[src/rtl/gray_conv_pkg.sv]
// gray_conv_pkg: shared types and helpers for the gray_conv_arbiter block
package gray_conv_pkg;
  localparam int MAXW = 32;
  localparam int MAXN = 8;
  localparam int IDXW = 3;
  typedef enum logic {IDLE, HOLD} state_t;
  typedef struct packed {
    logic            found;
    logic [IDXW-1:0] idx;
  } pick_t;
  function automatic logic [MAXW-1:0] bin2gray(input logic [MAXW-1:0] b);
    return b ^ (b >> 1);
  endfunction
  function automatic pick_t rr_pick(input logic [MAXN-1:0] req, input logic [IDXW-1:0] ptr, input int n);
    pick_t p;
    int k;
    p = '0;
    for (int i = 0; i < MAXN; i++) begin
      if (i < n) begin
        k = int'(ptr) + i;
        if (k >= n) k -= n;
        if (!p.found && req[k]) begin
          p.found = 1'b1;
          p.idx = IDXW'(k);
        end
      end
    end
    return p;
  endfunction
endpackage

[src/rtl/gray_conv_arbiter_encoder.sv]
// gray_encoder_w: combinational W-bit binary-to-Gray encoder
module gray_encoder_w
  import gray_conv_pkg::*;
#(
  parameter int W = 3
) (
  input  logic [W-1:0] bin,
  output logic [W-1:0] gray
);
  assign gray = W'(bin2gray(MAXW'(bin)));
endmodule

[src/rtl/gray_conv_arbiter.sv]
// gray_conv_arbiter: round-robin arbiter sharing one Gray encoder across NREQ requesters
module gray_conv_arbiter
  import gray_conv_pkg::*;
#(
  parameter  int NREQ = 4,
  parameter  int W    = 3,
  parameter  int CNTW = 16,
  localparam int IDW  = $clog2(NREQ)
) (
  input  logic              clk,
  input  logic              rst,
  input  logic [NREQ-1:0]   req,
  input  logic [NREQ*W-1:0] bin_in,
  output logic [NREQ-1:0]   gnt,
  output logic              out_valid,
  input  logic              out_ready,
  output logic [W-1:0]      out_gray,
  output logic [W-1:0]      out_bin,
  output logic [IDW-1:0]    out_id,
  output logic [CNTW-1:0]   conv_count
);
  state_t         state, state_nxt;
  pick_t          pick;
  logic [IDW-1:0] rr_ptr;
  logic           can_accept, accept;
  logic [W-1:0]   sel_bin, sel_gray;
  always_comb begin
    pick = rr_pick(MAXN'(req), IDXW'(rr_ptr), NREQ);
    can_accept = (state == IDLE) || out_ready;
    accept = !rst && can_accept && pick.found;
    gnt = accept ? NREQ'(1) << pick.idx : '0;
    sel_bin = bin_in[pick.idx*W +: W];
    state_nxt = accept ? HOLD : (state == HOLD && out_ready) ? IDLE : state;
  end
  gray_encoder_w #(.W(W)) u_enc (.bin(sel_bin), .gray(sel_gray));
  assign out_valid = (state == HOLD);
  always_ff @(posedge clk) begin
    if (rst) begin
      state      <= IDLE;
      rr_ptr     <= '0;
      conv_count <= '0;
      out_gray   <= '0;
      out_bin    <= '0;
      out_id     <= '0;
    end else begin
      state <= state_nxt;
      if (accept) begin
        out_bin    <= sel_bin;
        out_gray   <= sel_gray;
        out_id     <= IDW'(pick.idx);
        rr_ptr     <= (pick.idx == IDXW'(NREQ-1)) ? '0 : IDW'(pick.idx + 3'd1);
        conv_count <= conv_count + 1'b1;
      end
    end
  end
endmodule

[config.mk]
export PLATFORM = sky130hd
export DESIGN_NAME = gray_conv_arbiter
export DESIGN_NICKNAME = d
export VERILOG_FILES = /design/src/rtl/gray_conv_pkg.sv /design/src/rtl/gray_conv_arbiter_encoder.sv /design/src/rtl/gray_conv_arbiter.sv
export SDC_FILE = /design/constraint.sdc
export NUM_CORES = 1
export LEC_CHECK = 0
export BUFFER_PORTS_ARGS = -buffer_cell sky130_fd_sc_hd__buf_2
export CORE_ASPECT_RATIO = 1.2
export CORE_MARGIN = 5
export CORE_UTILIZATION = 52
export DETAILED_ROUTE_END_ITERATION = 7
export PLACE_DENSITY = 0.8
export SLEW_MARGIN = 10
export SYNTH_ARGS = -nofsm -noshare
export SYNTH_HDL_FRONTEND = slang
export SYNTH_SLANG_ARGS = --single-unit
export TNS_END_PERCENT = 5
[constraint.sdc]
create_clock -name clk -period 4.15 [get_ports clk]
set_input_delay 1.0375 -clock clk [delete_from_list [all_inputs] [get_ports clk]]
set_output_delay 1.0375 -clock clk [all_outputs]
set_load 0.01 [all_outputs]
==> metrics.md, run 1 <==
| Metric | Value |
|---|---|
| Run status | completed |
| Cell types occupying the most area after synthesis | dfxtp_1 31%, mux2i_1 7.2%, nor2_1 5.8% |
| Final number of hold-violating endpoints | 0 |
| Fraction of the mapped netlist area in compound gates | 15.2% |
| Number of clock sinks | 26 |
| Least setup slack across all paths after layout | 0.299 ns |
| Die ar. | 4460 um^2 |
| Place WS | 0.177 ns |
| Worst Hold Class | flop to flop |
| Total number of placement rows | 22 |
| Leak pwr | 0.898 nW |
| Die width | 61.8 um |
| Basic-gate share of the synthesized area counting and, or, nand and nor cells | 26.4% |
| Max Cap Violations | 0 |
| Source of the worst register-to-register timing path | rr_ptr[1] |
| HPWL Detailed | 2810 um |
| Vias per cell | 5.49 |
| Fraction of final layout cells with drive strength greater than 1 | 28.9% |
| Finish-stage setup viols | 0 |
| Hold path startpoint | out_gray[1] |
| Req. time, crit path | 3.11 ns |
| Post-route total power | 0.000938 W |
| Initial Util | 54.3% |
| Worst Tran Pin Value | 0.491 ns |
| Number of remaining DRC errors | 0 |
| RR Endpoint | out_gray[1] |
| Vias in the first global route | 1409 |
| Cell depth of the worst min-delay path | 2 |
| H-tree depth | 1 |
| Total global-route track usage | 17.2% |
| CTS clock-pin slew for the worst setup and hold paths | 0.14 ns |
| P&R area growth vs syn | 19.9% |
| Post-synthesis async set-or-reset flop share | 0% |
| Die outline height | 72.2 um |
| Xor and xnor fraction of the mapped netlist area | 6.80% |
| Portion of synthesized cell area occupied by the leading cell type | 31.1% |
| Dominant combinational cell family by area after synthesis | simple AND/OR/NAND/NOR gates |
| Most frequent CP cell | buf_2 |
| Mux share of post-synthesis cell area | 10.7% |
| Deepest clock path buffer count | 2 |
| Number of antenna violations at the first check in global routing | 0 |
| Multi-input gate area | 1090 um^2 |
| Clock tree from TritonCTS | built |
| CTS Root Buffer Type | clkbuf_4 |
| Post-Synthesis Cells | 197 |
| Cell taking the most area after synthesis | dfxtp_1 |
| Class of the most critical setup path | input pin to output port |
| Post-route ant nets | 0 |
| Buffers on Ports | 47 |
| Sequential cell area | 524 um^2 |
| IO Pins | 48 |
| Setup clock skew after layout | 0.00288 ns |
| End point of the most critical hold path | out_gray[1] |
| Core region area | 3080 um^2 |
| Share of the clock period used by the worst path after layout | 92.8% |
| Router iterations before antenna repair | 4 |
| Leading cell type in the layout, fill and taps excluded | buf_2 |
| Relative slew slack | 66.9% |
| Wire length of the first global-routing pass | 6070 um |
| Aggregate routed wire length | 3700 um |
| Worst path arrival time | 2.81 ns |
| Synthesis warning total | 0 |
| Yosys cell types | 48 |
| Number of synthesized flops with an enable pin | 0 |
| Setup repair after global routing missed its margin | no |
| Post-synthesis net count | 223 |
| Maximum number of pins on one net before global-route repair | 28 |
| Area of the mapped netlist | 1680 um^2 |
| Residual overflow from global routing | 0 |
| Diode count | 0 |
| Time the final worst path needs with I/O delays and setup | 3.85 ns |
| Starting DRC count in detailed routing | 102 |
| Fraction of the yosys area taken by sequential cells | 31.1% |
| Synthesized area divided by synthesized cell count | 8.50 um^2 |
| Setup slack on the worst flop-to-flop path | 1.25 ns |
| Kind of capture point of the worst setup path | output port |
| Summed negative setup slack over all endpoints | 0 ns |
| Most used flip-flop cell after synthesis | dfxtp_1 |
| Largest stage delay on the critical path | 0.41 ns |
| Number of max-slew violations in the final report | 0 |
| Cell depth of the worst flop-to-flop path | 11 |
| Number of buffers added to fix hold violations after cts | 0 |
| Largest fanout on the critical path | 16 |
| Total of flip-flops plus latches after synthesis | 26 |
| Final net count | 269 |
| Clock Latency Late Sink | 0.31 ns |
| Series of cell instances along the critical path | buf_2 > nand2_1 > a21boi_0 > mux2_2 > and4b_1 > a311oi_4 > nor3b_1 > buf_2 |
| Maximum vdd ir drop | 0.403 mV |
| Most used cells in the layout excluding fill and tap cells | 47 x buf_2, 26 x nor2_1, 25 x dfxtp_1, 16 x nand2_1, 12 x mux2i_1 |
| Standard cell with the maximum stage delay on the critical path | a311oi_4 |
| Power Dens Cells | 467 nW/um^2 |
| Total CTS buffers | 3 |
| Routed WL per cell | 13.3 um |
| Sort of element at the start of the critical path | input pin |
| GPL Wtd Cong | 0.833 |
| Total number of vias | 1527 |
| Maximum clock frequency | 0.260 GHz |
| Adder and majority gate portion of the synthesized area | 5.23% |
| Fill count | 274 |
-- routing by layer --
metal	GRT usage, %	vias to the layer above	part of all wire, %
li1	-	791	-
met1	22.2	701	44
met2	28.3	31	50
met3	2.67	4	4.7
met4	6.13	0	1.4
met5	0	-	0
-- cells in the mapped netlist (3+ instances only) --
| cell | number |
|---|---|
| or3_1 | 3 |
| and3_1 | 3 |
| clkbuf_1 | 5 |
| xnor2_1 | 3 |
| buf_2 | 5 |
| nor2_1 | 26 |
| o211ai_1 | 3 |
| and2_1 | 3 |
| o21ai_0 | 8 |
| a21oi_1 | 7 |
| a22oi_1 | 3 |
| nor3_1 | 5 |
| nand4_1 | 7 |
| nand2_1 | 16 |
| nand3_1 | 3 |
| ha_1 | 7 |
| buf_4 | 3 |
| dfxtp_1 | 26 |
| xor2_1 | 10 |
| mux2i_1 | 12 |
-- state kept, by name, indices dropped and copies added (netlist names) --
| signal | cells |
|---|---|
| out_id | 2 |
| out_bin | 2 |
| out_valid | 1 |
| conv_count | 16 |
| rr_ptr | 2 |
| out_gray | 3 |
-- how the worst max path moves through the flow --
stage	start	to	slack, ns	depth (start not counted)
final	req[2]	gnt[0]	0.30	8
after global routing	rr_ptr[1]	gnt[0]	0.06	9
after CTS	rr_ptr[1]	gnt[2]	0.13	10
after detailed placement	req[2]	gnt[0]	0.18	8
after global placement	req[2]	gnt[0]	0.27	8
after floorplan	rst	gnt[0]	0.54	5
-- logic make-up after synthesis --
logic type / after synthesis
XOR/XNOR: 13
multiplexers: 16
buffers and inverters: 16
adder cells (fa/ha/maj): 7
flip-flops: 26
AO/OA/AOI/OAI: 36
AND/OR/NAND/NOR: 83
-- per-stage QoR --
stage          instance area [um^2]  instances  hold slack (ns)  utilization, %
6_report                       2010        278            0.482            65.2
5_1_grt                        2010        278            0.502            65.2
4_1_cts                        2010        278            0.484            65.1
3_5_place_dp                   1940        274            0.465            63.0
3_3_place_gp                   1940        274            0.458            63.0
2_1_floorplan                  1680        197            0.495               -
-- report_power, final --
group	total (W)	internal, W	switching, W
Combinational	0.000462	0.000210	0.000251
Sequential	0.000305	0.000278	0.0000263
Clock	0.000172	0.0000976	0.0000741
Total	0.000938	0.000586	0.000352
-- final cells by class --
type	count	share of cell area (%)
clock inverter	1	1.49
clock buffer	3	1.12
inverter	3	0.560
multi-input combinational	155	54.2
tap	36	2.24
timing repair buffer	54	14.3
sequential	26	26.1
-- worst max-delay path: cells and delay by family --
kind,cells,cell delay (ns)
AO/OA/AOI/OAI,2,0.55
multiplexers,1,0.28
buffers and inverters,2,0.39
AND/OR/NAND/NOR,3,0.55
-- repair_timing --
action,4_1_cts,5_1_grt
buffers inserted,0,0
pin swaps,0,1
resized for setup,2,2
setup endpoints to repair,3,4
Note: power is estimated with default switching activity, not from simulation.
==> run 2, diff against run 1 <==
--- a/config.mk
+++ b/config.mk
@@ -6,10 +6,12 @@
 export NUM_CORES = 1
 export LEC_CHECK = 0
 export BUFFER_PORTS_ARGS = -buffer_cell sky130_fd_sc_hd__buf_2
+export CAP_MARGIN = 10
 export CORE_ASPECT_RATIO = 1.2
 export CORE_MARGIN = 5
 export CORE_UTILIZATION = 52
 export DETAILED_ROUTE_END_ITERATION = 7
+export MAX_ROUTING_LAYER = met4
 export PLACE_DENSITY = 0.8
 export SLEW_MARGIN = 10
 export SYNTH_ARGS = -nofsm -noshare
==> run 2 against run 1 <==
Compared with the run above: maximum frequency stayed put; critical path depth stayed put; first-iteration DRC count stayed put; cell area stayed put; die area stayed put; sequential cell count stayed put; sequential share of layout area stayed put; critical path type unchanged.
==> metrics.md, run 2 (synthesized netlist as in run 1, its figures left out) <==
| Metric | Value |
|---|---|
| Post-layout utilization of the core | 65.2% (unchanged) |
| HPWL Detailed | 2810 um (unchanged) |
| Finish-stage setup viols | 0 (unchanged) |
| Vias per cell | 5.49 (unchanged) |
| Largest fanout on the critical path | 16 (unchanged) |
| Die ar. | 4460 um^2 (unchanged) |
| Max Cap Violations | 0 (unchanged) |
| Worst Tran Pin Value | 0.491 ns (unchanged) |
| GPL Wtd Cong | 0.845 (+1.5%) |
| Starting DRC count in detailed routing | 102 (unchanged) |
| Cell depth of the worst min-delay path | 2 (unchanged) |
| Aggregate routed wire length | 3700 um (unchanged) |
| Clock Latency Late Sink | 0.31 ns (about the same) |
| Setup clock skew after layout | 0.00287 ns (-0.00000766 ns) |
| Leak pwr | 0.898 nW (unchanged) |
| Place WS | 0.177 ns (unchanged) |
| Sort of element at the start of the critical path | input pin |
| Total number of vias | 1527 (unchanged) |
| Multi-input gate area | 1090 um^2 (unchanged) |
| Residual overflow from global routing | 0 (unchanged) |
| Total global-route track usage | 17.6% (+0.48 points) |
| Share of the clock period used by the worst path after layout | 92.8% (unchanged) |
| Maximum vdd ir drop | 0.403 mV (unchanged) |
| Worst Hold Class | flop to flop |
| Sequential cell area | 524 um^2 (unchanged) |
| Setup repair after global routing missed its margin | no |
| Number of antenna violations at the first check in global routing | 0 (unchanged) |
| Class of the most critical setup path | input pin to output port |
| Initial Util | 54.3% (unchanged) |
| Post-CTS Setup Repair Bufs | 0 (unchanged) |
| Req. time, crit path | 3.11 ns (about the same) |
| Register with the highest flop count | conv_count |
| Run status | completed |
| Largest registers | conv_count (16), out_gray (3) |
| Cell depth of the worst flop-to-flop path | 11 (unchanged) |
| IO Pins | 48 (unchanged) |
| Fill count | 274 (unchanged) |
| CTS clock-pin slew for the worst setup and hold paths | 0.14 ns (about the same) |
| Clock tree from TritonCTS | built |
| Number of flip-flops under the largest register name | 16 (unchanged) |
| Total CTS buffers | 3 (unchanged) |
| Placed instance count | 274 (unchanged) |
| Relative slew slack | 66.9% (unchanged) |
| CTS Root Buffer Type | clkbuf_4 |
| Final net count | 269 (unchanged) |
| Summed negative setup slack over all endpoints | 0 ns (unchanged) |
| Total number of placement rows | 22 (unchanged) |
| Least setup slack across all paths after layout | 0.299 ns (unchanged) |
| Buffers on Ports | 47 (unchanged) |
| Vias in the first global route | 1409 (unchanged) |
| Diode count | 0 (unchanged) |
| Router iterations before antenna repair | 4 (unchanged) |
| Post-route ant nets | 0 (unchanged) |
| Routed WL per cell | 13.3 um (unchanged) |
| Fraction of final layout cells with drive strength greater than 1 | 28.9% (unchanged) |
| P&R area growth vs syn | 19.9% (unchanged) |
| Core region area | 3080 um^2 (unchanged) |
| Number of max-slew violations in the final report | 0 (unchanged) |
| Maximum number of pins on one net before global-route repair | 28 (unchanged) |
| Number of clock sinks | 26 (unchanged) |
| Final number of hold-violating endpoints | 0 (unchanged) |
| Die outline height | 72.2 um (unchanged) |
| H-tree depth | 1 (unchanged) |
| Most used cells in the layout excluding fill and tap cells | 47 x buf_2, 26 x nor2_1, 25 x dfxtp_1, 16 x nand2_1, 12 x mux2i_1 |
| Die width | 61.8 um (unchanged) |
| Maximum clock frequency | 0.260 GHz (unchanged) |
| Post-route worst hold slack | 0.482 ns (+0.00000100 ns) |
| Wire length of the first global-routing pass | 6070 um (unchanged) |
| Power Dens Cells | 467 nW/um^2 (unchanged) |
| Worst path arrival time | 2.81 ns (about the same) |
| Time the final worst path needs with I/O delays and setup | 3.85 ns (unchanged) |
| Kind of capture point of the worst setup path | output port |
| Final standard cell count with taps included and fillers excluded | 278 (unchanged) |
| Deepest clock path buffer count | 2 (unchanged) |
| Leading cell type in the layout, fill and taps excluded | buf_2 |
| Number of remaining DRC errors | 0 (unchanged) |
run 2: cell counts in the layout (fill, tap and decap cells not counted):
No cell type changed its count.
run 2: where the power goes:
part	switching [W]	internal (W)	leakage (nW)
registers	0.0000263	0.000278	0.213
clock network	0.0000741	0.0000976	0.0279
logic	0.000251	0.000210	0.657
total	0.000352	0.000586	0.898
run 2: final timing paths:
kind,startpoint,end,slack (ns)
worst max-delay path,req[2],gnt[0],0.30
worst min-delay path,out_gray[1],out_gray[1],0.48
worst max register to register,rr_ptr[1],out_gray[1],1.25
worst min register to register,out_gray[1],out_gray[1],0.48
run 2: timing repair:
action,CTS,global route
hold buffers,0,0
endpoints found under the setup margin,3,4
pin swaps,0,1
hold endpoints to repair,0,0
cloned,0,0
resized for setup,2,2
run 2: through the flow:
step           total power (W)  instance area (um^2)
2_1_floorplan         0.000646                  1680
5_1_grt                0.00100                  2010
3_3_place_gp          0.000758                  1940
3_5_place_dp          0.000764                  1940
4_1_cts               0.000943                  2010
6_report              0.000938                  2010
run 2: final cells by class:
class	instances	area share [%]
tap	36	2.24
inverter	3	0.560
clock inverter	1	1.49
multi-input combinational	155	54.2
clock buffer	3	1.12
timing repair buffer	54	14.3
sequential	26	26.1
run 2: critical path, stage by stage:
cell	delay, ns
buf_2	0.23
nand2_1	0.10
a21boi_0	0.14
mux2_2	0.28
and4b_1	0.22
a311oi_4	0.41
nor3b_1	0.23
buf_2	0.16
run 2: metal layers:
metal	vias to the layer above	routed length, um	share of wire [%]	track usage, %
met3	4	175	4.7	2.67
met1	701	1620	44	22.2
met4	0	51	1.4	6.13
li1	791	-	-	-
met2	31	1850	50	28.3
met5	-	0	0	-
==> run 3, diff against run 2 <==
--- a/config.mk
+++ b/config.mk
@@ -9,12 +9,13 @@
 export CAP_MARGIN = 10
 export CORE_ASPECT_RATIO = 1.2
 export CORE_MARGIN = 5
-export CORE_UTILIZATION = 52
+export CORE_UTILIZATION = 53
 export DETAILED_ROUTE_END_ITERATION = 7
 export MAX_ROUTING_LAYER = met4
 export PLACE_DENSITY = 0.8
-export SLEW_MARGIN = 10
+export SLEW_MARGIN = 0
 export SYNTH_ARGS = -nofsm -noshare
 export SYNTH_HDL_FRONTEND = slang
+export SYNTH_HIERARCHICAL = 1
 export SYNTH_SLANG_ARGS = --single-unit
 export TNS_END_PERCENT = 5
==> run 3 against run 2 <==
Compared with the run above: register-to-register slack barely moved; highest routed layer unchanged; clock-buffer cell count rose by 1; critical path depth rose by 1; final cell count rose by 9.4%; cell area rose by 5.4%; maximum frequency fell by 1.8%; critical endpoint is now gnt[2].
==> metrics.md, run 3 <==
| Metric | Value |
|---|---|
| Cell types occupying the most area after synthesis | dfxtp_1 30%, ha_1 4.9%, nor2_1 4.4% |
| H-tree depth | 1 (unchanged) |
| Most used flip-flop cell after synthesis | dfxtp_1 |
| Relative slew slack | 69.4% (+2.5 points) |
| Cell depth of the worst flop-to-flop path | 11 (unchanged) |
| Number of clock sinks | 27 (+3.8%) |
| Leading cell type in the layout, fill and taps excluded | buf_2 |
| Total CTS buffers | 3 (unchanged) |
| CTS Root Buffer Type | clkbuf_8 |
| Final number of hold-violating endpoints | 0 (unchanged) |
| Source of the worst register-to-register timing path | rr_ptr[1] |
| Vias per cell | 5.58 (+1.6%) |
| Multi-input gate area | 1170 um^2 (+7.9%) |
| Leak pwr | 0.913 nW (+1.7%) |
| Post-synthesis net count | 248 (+11%) |
| GPL Wtd Cong | 0.931 (+10%) |
| Number of remaining DRC errors | 0 (unchanged) |
| Diode count | 0 (unchanged) |
| Most frequent cell after synthesis | dfxtp_1 |
| Die width | 63.2 um (+2.2%) |
| Class of the most critical setup path | flop to output port |
| Most used cells in the layout excluding fill and tap cells | 47 x buf_2, 26 x dfxtp_1, 21 x nor2_1, 17 x nand2_1, 13 x nand3_1 |
| Worst Tran Pin Value | 0.458 ns (-0.0339 ns) |
| CTS clock-pin slew for the worst setup and hold paths | 0.08 ns (-0.06 ns) |
| Run status | completed |
| Setup repair after global routing missed its margin | no |
| Register with the highest flop count | conv_count |
| Initial Util | 54.4% (about the same) |
| Total number of placement rows | 23 (+4.5%) |
| Setup clock skew after layout | 0.000641 ns (-0.00223 ns) |
| Sequential cell area | 542 um^2 (+3.3%) |
| IO Pins | 48 (unchanged) |
| Most frequent cells after synthesis | 27 x dfxtp_1, 21 x nor2_1, 17 x nand2_1 |
| Maximum clock frequency | 0.255 GHz (-1.8%) |
| Vias in the first global route | 1576 (+12%) |
| Core region area | 3310 um^2 (+7.3%) |
| Share of the clock period used by the worst path after layout | 94.5% (+1.7 points) |
| Summed negative setup slack over all endpoints | 0 ns (unchanged) |
| Number of antenna violations at the first check in global routing | 0 (unchanged) |
| Post-route worst hold slack | 0.471 ns (-0.0115 ns) |
| Kind of capture point of the worst setup path | output port |
| HPWL Detailed | 2930 um (+4.5%) |
| Largest fanout on the critical path | 9 (-7) |
| Clock Latency Late Sink | 0.26 ns (-0.05 ns) |
| Total global-route track usage | 17.7% (+0.065 points) |
| Worst Hold Class | flop to flop |
| Buffers on Ports | 47 (unchanged) |
| Fraction of final layout cells with drive strength greater than 1 | 25.8% (-3.1 points) |
| Sort of element at the start of the critical path | flop |
| Residual overflow from global routing | 0 (unchanged) |
| Routed WL per cell | 12.6 um (-5.3%) |
| Number of max-slew violations in the final report | 0 (unchanged) |
| Portion of synthesized cell area occupied by the leading cell type | 30.0% (-1.0 points) |
| Fraction of the mapped netlist area in compound gates | 17.2% (+2.0 points) |
| Post-route ant nets | 0 (unchanged) |
| Total number of vias | 1697 (+11%) |
| Number of flip-flops under the largest register name | 16 (unchanged) |
| Number of synthesized flops with an enable pin | 0 (unchanged) |
| Number of buffers added to fix hold violations after cts | 0 (unchanged) |
| Post-Synthesis Cells | 222 (+13%) |
| Total of flip-flops plus latches after synthesis | 27 (+3.8%) |
| RR Endpoint | out_gray[1] |
| Synthesis warning total | 6 (+6) |
| Xor and xnor fraction of the mapped netlist area | 5.84% (-0.95 points) |
| Yosys cell types | 43 (-10%) |
| Die ar. | 4670 um^2 (+4.6%) |
| Critical Path Source | rr_ptr[1] |
| Cell taking the most area after synthesis | dfxtp_1 |
| Final net count | 294 (+9.3%) |
| Max Cap Violations | 0 (unchanged) |
| Placed instance count | 300 (+9.5%) |
| Power Dens Cells | 526 nW/um^2 (+13%) |
| Starting DRC count in detailed routing | 145 (+42%) |
| P&R area growth vs syn | 17.7% |
| Maximum vdd ir drop | 0.428 mV (+6.1%) |
| Adder and majority gate portion of the synthesized area | 4.87% (-0.36 points) |
| Timing endpoint of the critical path | gnt[2] |
| Worst path arrival time | 2.89 ns (+0.08 ns) |
| Finish-stage setup viols | 0 (unchanged) |
| Mux share of post-synthesis cell area | 10.8% (+0.17 points) |
| Post-synthesis async set-or-reset flop share | 0% (unchanged) |
| Fill count | 289 (+5.5%) |
| Deepest clock path buffer count | 2 (unchanged) |
| Final standard cell count with taps included and fillers excluded | 304 (+9.4%) |
| Time the final worst path needs with I/O delays and setup | 3.92 ns (+0.0712 ns) |
| Dominant combinational cell family by area after synthesis | simple AND/OR/NAND/NOR gates |
| Setup slack on the worst flop-to-flop path | 1.24 ns (about the same) |
| Die outline height | 73.8 um (+2.3%) |
| Req. time, crit path | 3.11 ns (about the same) |
| Clock tree from TritonCTS | built |
| Synthesized area divided by synthesized cell count | 8.10 um^2 (-4.7%) |
| Maximum number of pins on one net before global-route repair | 27 (-3.6%) |
| Fraction of the yosys area taken by sequential cells | 30.0% (-1.0 points) |
| Area of the mapped netlist | 1800 um^2 (+7.4%) |
| Basic-gate share of the synthesized area counting and, or, nand and nor cells | 26.0% (-0.35 points) |
| Wire length of the first global-routing pass | 6780 um (+12%) |
| Router iterations before antenna repair | 4 (unchanged) |
| Largest registers | conv_count (16), out_bin (3), out_gray (3) |
| Aggregate routed wire length | 3830 um (+3.6%) |
[run 3: worst max-delay path, cell delays in order, from the launching register on]
cell	delay, ns
dfxtp_2	0.42
inv_1	0.12
ha_2	0.44
mux4_2	0.59
a221o_1	0.34
o31a_1	0.20
clkinv_1	0.11
nand3_1	0.13
nor2_1	0.12
buf_2	0.14
[run 3: kinds of logic (layout without fill, tap and decap cells)]
logic type	after synthesis	count (layout)
and+or+nand+nor	91	91
AOI/OAI and AO/OA	50	50
DFF	27	27
buffers and inverters	20	65
muxes	15	15
xor gates and xnor gates	12	12
adders and majority gates	7	7
[run 3: cell type report]
| class | count | share of cell area [%] |
|---|---|---|
| Sequential cell | 27 | 25.6 |
| Multi-Input combinational cell | 175 | 55.5 |
| Timing Repair Buffer | 53 | 13.2 |
| Inverter | 8 | 1.42 |
| Clock buffer | 4 | 2.13 |
| Tap cell | 37 | 2.19 |
[run 3: through the flow]
stage / utilization (%) / instance area (um^2) / total power [W] / setup WS, ns
floorplan: - / 1800 / 0.000826 / 0.524
global placement: 62.3 / 2060 / 0.000965 / 0.300
detailed placement: 62.3 / 2060 / 0.000972 / 0.293
CTS: 63.7 / 2110 / 0.00112 / 0.0446
global route: 64.0 / 2120 / 0.00122 / 0.00745
finish: 64.0 / 2120 / 0.00111 / 0.227
[run 3: report_power, final]
| part | internal, W | leakage [nW] | switching [W] |
|---|---|---|---|
| registers | 0.000310 | 0.221 | 0.0000313 |
| logic | 0.000274 | 0.669 | 0.000355 |
| clock network | 0.0000686 | 0.0228 | 0.0000744 |
[run 3: worst min-delay path by stage]
stage	from	slack [ns]	depth (start not counted)	end
floorplan	out_gray[0]	0.49	2	out_gray[0]
global placement	out_gray[2]	0.45	2	out_gray[2]
detailed placement	out_id[0]	0.46	2	out_id[0]
CTS	out_id[0]	0.47	2	out_id[0]
global route	out_id[0]	0.50	2	out_id[0]
finish	out_gray[2]	0.47	2	out_gray[2]
[run 3: routing by layer]
metal / GRT usage [%] / vias to the layer above / part of all wire, %
met4: 6.93 / 0 / 1.9
met2: 30.9 / 34 / 49
met5: - / - / 0
met3: 1.07 / 6 / 4.8
met1: 21.4 / 776 / 44
li1: - / 881 / -
[run 3: timing repair]
action | 4_1_cts | 5_1_grt
buffers inserted | 0 | 0
resized for setup | 0 | 3
setup endpoints to repair | 0 | 4
